### src/rtl/cmd_pkg.sv
// Shared types and constants for the UART command dispatcher and the handlers it activates.
package cmd_pkg;

  typedef enum logic [2:0] {
    S_IDLE,
    S_RUN,
    S_RELEASE,
    S_NAK_WAIT,
    S_NAK_SEND
  } disp_state_t;

  localparam logic [7:0] OPC_BASE = 8'h10;
  localparam logic [7:0] NAK_BYTE = 8'hEE;

  // Handler slot map: opcode OPC_BASE + slot activates that slot.
  localparam int SLOT_REPLAY = 0;
  localparam int SLOT_STATUS = 1;
  localparam int SLOT_CONFIG = 2;
  localparam int SLOT_DEBUG  = 3;

  function automatic logic [7:0] opcode_to_index(input logic [7:0] opcode);
    return opcode - OPC_BASE;
  endfunction

endpackage

### src/rtl/tx_mux.sv
// Indexed multiplexer that hands one of N_SRC transmit requesters to a single UART
// transmitter; i_force_idle parks the output at start=0, data=0.
module tx_mux #(
  parameter int N_SRC  = 4,
  parameter int DATA_W = 8,
  parameter int SEL_W  = (N_SRC > 1) ? $clog2(N_SRC) : 1
) (
  input  logic [SEL_W-1:0]        i_sel,
  input  logic                    i_force_idle,
  input  logic [N_SRC-1:0]        i_start,
  input  logic [DATA_W*N_SRC-1:0] i_data,
  output logic                    o_start,
  output logic [DATA_W-1:0]       o_data
);

  always_comb begin
    // NOTE: defaults first so every path assigns both outputs; otherwise a latch is inferred.
    o_start = 1'b0;
    o_data  = '0;
    if (!i_force_idle) begin
      for (int i = 0; i < N_SRC; i++) begin
        if (i_sel == SEL_W'(i)) begin
          o_start = i_start[i];
          o_data  = i_data[i*DATA_W +: DATA_W];
        end
      end
    end
  end

endmodule

### src/rtl/cmd_dispatcher.sv
// UART command front end: decodes an opcode byte, hands the RX/TX path to one handler,
// and reclaims it on done or on RX inactivity; unknown opcodes are answered with a NAK byte.
module cmd_dispatcher
  import cmd_pkg::*;
#(
  parameter int N_HANDLERS     = 4,
  parameter int TIMEOUT_CYCLES = 50_000_000
) (
  input  logic                    clk,
  input  logic                    reset,
  input  logic                    rx_ready,
  input  logic [7:0]              rx_data,
  input  logic                    tx_active,
  input  logic                    tx_done,
  output logic                    tx_start,
  output logic [7:0]              tx_data,
  output logic [N_HANDLERS-1:0]   hnd_activate,
  input  logic [N_HANDLERS-1:0]   hnd_done,
  input  logic [N_HANDLERS-1:0]   hnd_tx_start,
  input  logic [8*N_HANDLERS-1:0] hnd_tx_data,
  output logic [N_HANDLERS-1:0]   hnd_rx_ready,
  output logic                    busy,
  output logic                    timeout_err
);

  localparam int              IDX_W    = (N_HANDLERS > 1) ? $clog2(N_HANDLERS) : 1;
  localparam int              CNT_W    = $clog2(TIMEOUT_CYCLES);
  localparam logic [CNT_W-1:0] CNT_LAST = CNT_W'(TIMEOUT_CYCLES - 1);
  localparam logic [8:0]      N_LIMIT  = 9'(N_HANDLERS);

  disp_state_t             r_state, w_next_state;
  logic [IDX_W-1:0]        r_idx, w_next_idx;
  logic [CNT_W-1:0]        r_cnt, w_next_cnt;
  logic [N_HANDLERS-1:0]   r_activate, w_next_activate;
  logic                    r_busy;
  logic                    r_timeout_err, w_timeout_pulse;
  logic                    r_nak_start;
  logic [7:0]              r_nak_data;
  logic [7:0]              w_opc_idx;
  logic                    w_opc_valid;
  logic                    w_sel_done;
  logic                    w_cnt_expired;
  logic                    w_mux_start;
  logic [7:0]              w_mux_data;
  logic                    w_unused_tx_done;

  // tx_done runs straight from the UART to the handlers; nothing here consumes it.
  assign w_unused_tx_done = tx_done;

  assign w_opc_idx     = opcode_to_index(rx_data);
  assign w_opc_valid   = {1'b0, w_opc_idx} < N_LIMIT;
  assign w_sel_done    = hnd_done[r_idx];
  assign w_cnt_expired = (r_cnt == CNT_LAST);

  always_comb begin
    w_next_state = r_state;
    w_next_idx   = r_idx;
    case (r_state)
      S_IDLE: begin
        if (rx_ready) begin
          if (w_opc_valid) begin
            w_next_state = S_RUN;
            w_next_idx   = w_opc_idx[IDX_W-1:0];
          end else begin
            w_next_state = S_NAK_WAIT;
          end
        end
      end
      S_RUN:      if (w_sel_done || w_cnt_expired) w_next_state = S_RELEASE;
      S_RELEASE:  if (!w_sel_done && !tx_active)   w_next_state = S_IDLE;
      S_NAK_WAIT: if (!tx_active)                  w_next_state = S_NAK_SEND;
      S_NAK_SEND: w_next_state = S_IDLE;
      default:    w_next_state = S_IDLE;
    endcase
  end

  // Inactivity counter: zero on RUN entry and on every received byte. The error pulse
  // is raised on the edge the count reaches its last value, so a done seen in the
  // cycle before takes priority and suppresses it.
  always_comb begin
    w_next_cnt = '0;
    if (r_state == S_RUN && w_next_state == S_RUN && !rx_ready) begin
      w_next_cnt = r_cnt + CNT_W'(1);
    end
  end

  assign w_timeout_pulse = (r_state == S_RUN) && (w_next_state == S_RUN) &&
                           (w_next_cnt == CNT_LAST);

  always_comb begin
    w_next_activate = '0;
    for (int i = 0; i < N_HANDLERS; i++) begin
      w_next_activate[i] = (w_next_state == S_RUN) && (w_next_idx == IDX_W'(i));
    end
  end

  always_ff @(posedge clk) begin
    if (reset) begin
      r_state       <= S_IDLE;
      r_idx         <= '0;
      r_cnt         <= '0;
      r_activate    <= '0;
      r_busy        <= 1'b0;
      r_timeout_err <= 1'b0;
      r_nak_start   <= 1'b0;
      r_nak_data    <= '0;
    end else begin
      // NOTE: non-blocking assignments so every register samples pre-edge values.
      r_state       <= w_next_state;
      r_idx         <= w_next_idx;
      r_cnt         <= w_next_cnt;
      r_activate    <= w_next_activate;
      r_busy        <= (w_next_state != S_IDLE);
      r_timeout_err <= w_timeout_pulse;
      r_nak_start   <= (w_next_state == S_NAK_SEND);
      r_nak_data    <= (w_next_state == S_NAK_SEND) ? NAK_BYTE : 8'h00;
    end
  end

  tx_mux #(
    .N_SRC  (N_HANDLERS),
    .DATA_W (8),
    .SEL_W  (IDX_W)
  ) u_tx_mux (
    .i_sel        (r_idx),
    .i_force_idle (r_state != S_RUN),
    .i_start      (hnd_tx_start),
    .i_data       (hnd_tx_data),
    .o_start      (w_mux_start),
    .o_data       (w_mux_data)
  );

  // The mux is parked outside RUN and the NAK registers are zero inside it, so OR-merging is safe.
  assign tx_start     = w_mux_start | r_nak_start;
  assign tx_data      = w_mux_data | r_nak_data;
  assign hnd_activate = r_activate;
  assign hnd_rx_ready = r_activate & {N_HANDLERS{rx_ready}};
  assign busy         = r_busy;
  assign timeout_err  = r_timeout_err;

endmodule

### config.mk
export PLATFORM = sky130hd
export DESIGN_NAME = cmd_dispatcher
export DESIGN_NICKNAME = d
export VERILOG_FILES = /design/src/rtl/cmd_pkg.sv /design/src/rtl/tx_mux.sv /design/src/rtl/cmd_dispatcher.sv
export SDC_FILE = /design/constraint.sdc
export NUM_CORES = 1
export LEC_CHECK = 0
export BUFFER_PORTS_ARGS = -buffer_cell sky130_fd_sc_hd__buf_2
export CAP_MARGIN = 20
export CORE_MARGIN = 8
export CORE_UTILIZATION = 50
export DETAILED_ROUTE_END_ITERATION = 7
export GPL_TIMING_DRIVEN = 0
export PLACE_DENSITY_LB_ADDON = 0.2
export REMOVE_ABC_BUFFERS = 1
export SLEW_MARGIN = 40
export SYNTH_ARGS = -nofsm -noshare
export SYNTH_HDL_FRONTEND = slang
export SYNTH_SLANG_ARGS = --single-unit
export TNS_END_PERCENT = 100
### constraint.sdc
create_clock -name clk -period 7.2 [get_ports clk]
set_clock_uncertainty 0.1 [all_clocks]
set_input_delay 0 -clock clk [delete_from_list [all_inputs] [get_ports clk]]
set_output_delay 0 -clock clk [all_outputs]
set_load 0.01 [all_outputs]
==> reports/results.txt <==
status: finished clean
Clk pin slew, worst setup/hold paths: 0.07 ns
Die Ht: 82.4 um
DRT iter0 DRCs: 130
post-synth top area share: 34.5%
crit path launch type: flip-flop
largest area contributor in the netlist: dfxtp_1
Lkg Pwr: 0.00111 uW
slowest cell on the critical path: dfxtp_1
Max-Cap Viols: 0
Die ar.: 0.00679 mm^2
I/O Pins: 72
register area share after synthesis: 34.5%
post-route ant nets: 0
Total Power: 401 uW
fmax: 0.307 GHz
Post-Syn Area per Cell: 8.68 um^2
Yosys warnings: 0
Max Slew Vio Count: 0
detailed-router iteration count before antenna repair: 4
H-tree depth: 2
Buffers on Ports: 70
CTS sink cnt: 38
Syn-to-layout area delta: 22.6%
cts bufs inserted: 5
Worst-Margin Slew: 0.825 ns
DP HPWL: 4340 um
Total Routing Usage GR: 17.6%
multi-input logic area: 0.00138 mm^2
Period minus WS final: 3.25 ns
met1 wire length: 2580 um
chip width: 82.4 um
metal2 WL: 2550 um
Peak supply drop: 0.0000924 V
CP max FO: 27
Cells after DPL: 363
first-pass GRT wire length: 9470 um
Hold Vio Cnt, Final: 0
CP max stage delay: 0.76 ns
number of global-route vias before repair: 2124
Setup Fix Bufs, Post-CTS: 0
Mapped Area: 0.00221 mm^2
Synth async-reset ratio: 0%
Clock Tree Buf Depth: 2
CTS tree: built
largest net degree at the start of global routing: 28
met3 WL: 485 um
fin worst setup slack: 3.95 ns
post-synthesis cell count: 254
crit-path cells: mux4_2 > nand2b_1 > a21o_1 > or3_2 > nor4_1 > and4_1
Resized Gates After CTS: 0
initial core utilization: 51.4%
Placer Congestion: 0.835
layout net count: 377
WL per Instance: 15.2 um
routed wire length: 5690 um
diode count: 0
Unique masters post-synth: 44
DR vias: 2109
RSZ-0062 raised after global routing: false
Core Area: 0.00429 mm^2
clk_lat worst skew: 0.29 ns
Worst Path Required: 7.33 ns
worst hold path class: input port to flip-flop
num rows: 24
cts-stage hold buffer count: 5
total gr overflow: 0
Final setup viols: 0
Crit Path Category: flip-flop to flip-flop
Clk Tree Root Cell: clkbuf_8
final cell count without fillers: 375
Rel. slew slack: 44.6%
Via density: 5.62
power density over the cells: 148 mW/mm^2
period utilisation layout: 45.2%
share of layout cells above drive strength 1: 29.1%
DRC viols: 0
CP Capture Type: flip-flop
pre-CTS setup slack: 3.98 ns
Post-synth EDFFs: 0
fill cell total of the finished layout: 391
sequential cell area: 761 um^2
Primary FF master, synth: dfxtp_1
initial antenna violation count: 0
Final TNS setup: 0 ns
Max Used Layer: met4
synth top area cells: dfxtp_1 34%, mux4_2 10%, nor2_1 6.6%
WP data arrival: 3.38 ns
Yosys reg bits: 38
==> routing by layer <==
layer  vias to the layer above  track usage, %
met5                         -               0
met4                         0            6.49
met3                         8            7.79
met2                        84            27.8
met1                       964            20.6
li1                       1053               -
==> layout make-up <==
| class | count | share of cell area, % |
|---|---|---|
| clock buffer | 5 | 2.54 |
| clock inverter | 2 | 0.370 |
| inverter | 6 | 0.833 |
| multi-input combinational | 197 | 50.9 |
| sequential | 38 | 28.1 |
| tap | 52 | 2.41 |
| timing repair buffer | 75 | 14.8 |
==> path summary, 6_finish.rpt <==
| path | start | to | slack (ns) | depth (start not counted) |
|---|---|---|---|---|
| min reg2reg | r_cnt[0]$_SDFF_PP0_ | r_cnt[0]$_SDFF_PP0_ | 0.42 | 1 |
| max reg2reg | r_idx[0]$_SDFF_PP0_ | timeout_err$_SDFF_PP0_ | 3.95 | 6 |
| max | r_idx[0]$_SDFF_PP0_ | timeout_err$_SDFF_PP0_ | 3.95 | 6 |
| min | rx_ready | busy$_SDFF_PP0_ | 0.05 | 5 |
==> worst max-delay path: cells and delay by family, from the launching register on <==
family          cells  cell delay [ns]
mux                 1             0.64
flops               1             0.76
compound gates      1             0.20
simple gates        4             1.49
==> report_power, final <==
| group | internal, uW | switching [uW] |
|---|---|---|
| clock network | 64.9 | 72.5 |
| registers | 213 | 3.50 |
| logic | 26.5 | 20.3 |
==> flip-flops by register name (all words and copies together), names as in the netlist <==
register,count
r_state,3
r_idx,2
busy,1
r_cnt,26
timeout_err,1
hnd_activate,4
r_nak_data,1
==> cell usage after synthesis, types with 3 or more instances <==
cell type and count:
nor2_1 39, dfxtp_1 38, xor2_1 14, nand2_1 13, nand3_1 11, a21o_1 10
mux4_2 10, nand4_1 10, xnor2_1 10, nor4_1 9, a21oi_1 8, clkbuf_1 8
nor3_1 8, and2_1 7, inv_1 6, or3_1 5, o21ai_0 4, buf_1 3
mux2i_1 3, nand2b_1 3, nor3b_1 3, or3b_2 3
==> through the flow <==
step | hold WS, ns | cell area, um^2 | util, %
after floorplan | -0.0276 | 2150 | -
after global placement | 0.132 | 2570 | 59.8
after detailed placement | 0.140 | 2580 | 60.0
after CTS | 0.0466 | 2710 | 63.0
after global routing | 0.109 | 2710 | 63.0
final | 0.0478 | 2710 | 63.0
==> logic make-up after synthesis <==
| kind of cell | Yosys count | synth area share, % |
|---|---|---|
| simple gates | 124 | 29.6 |
| flops | 38 | 34.5 |
| compound gates | 35 | 10.9 |
| xor+xnor | 24 | 9.53 |
| buf+inv | 19 | 3.35 |
| mux | 13 | 11.6 |
| fa+ha+maj | 1 | 0.567 |
==> cell usage in the layout, fill, tap and decap left out, types with 2 or more instances in the layout <==
| cell | instances |
|---|---|
| and2_1 | 7 |
| or3b_2 | 3 |
| nand2_1 | 13 |
| mux2i_1 | 3 |
| a31oi_1 | 2 |
| xor2_1 | 14 |
| nand3b_1 | 2 |
| dlygate4sd3_1 | 5 |
| nor2_1 | 39 |
| nand2b_1 | 3 |
| nor3_1 | 8 |
| and4_1 | 2 |
| nor2b_1 | 2 |
| buf_2 | 70 |
| xnor2_1 | 10 |
| mux4_2 | 10 |
| a21oi_1 | 8 |
| o21ai_0 | 4 |
| nor4_1 | 9 |
| nor3b_1 | 2 |
| clkinv_2 | 2 |
| dfxtp_1 | 38 |
| a21o_1 | 10 |
| or3_1 | 4 |
| nand3_1 | 11 |
| or2_2 | 2 |
| o211ai_1 | 2 |
| clkbuf_8 | 5 |
| nand4_1 | 10 |
| inv_1 | 6 |
Note: power is estimated with default switching activity, not from simulation.
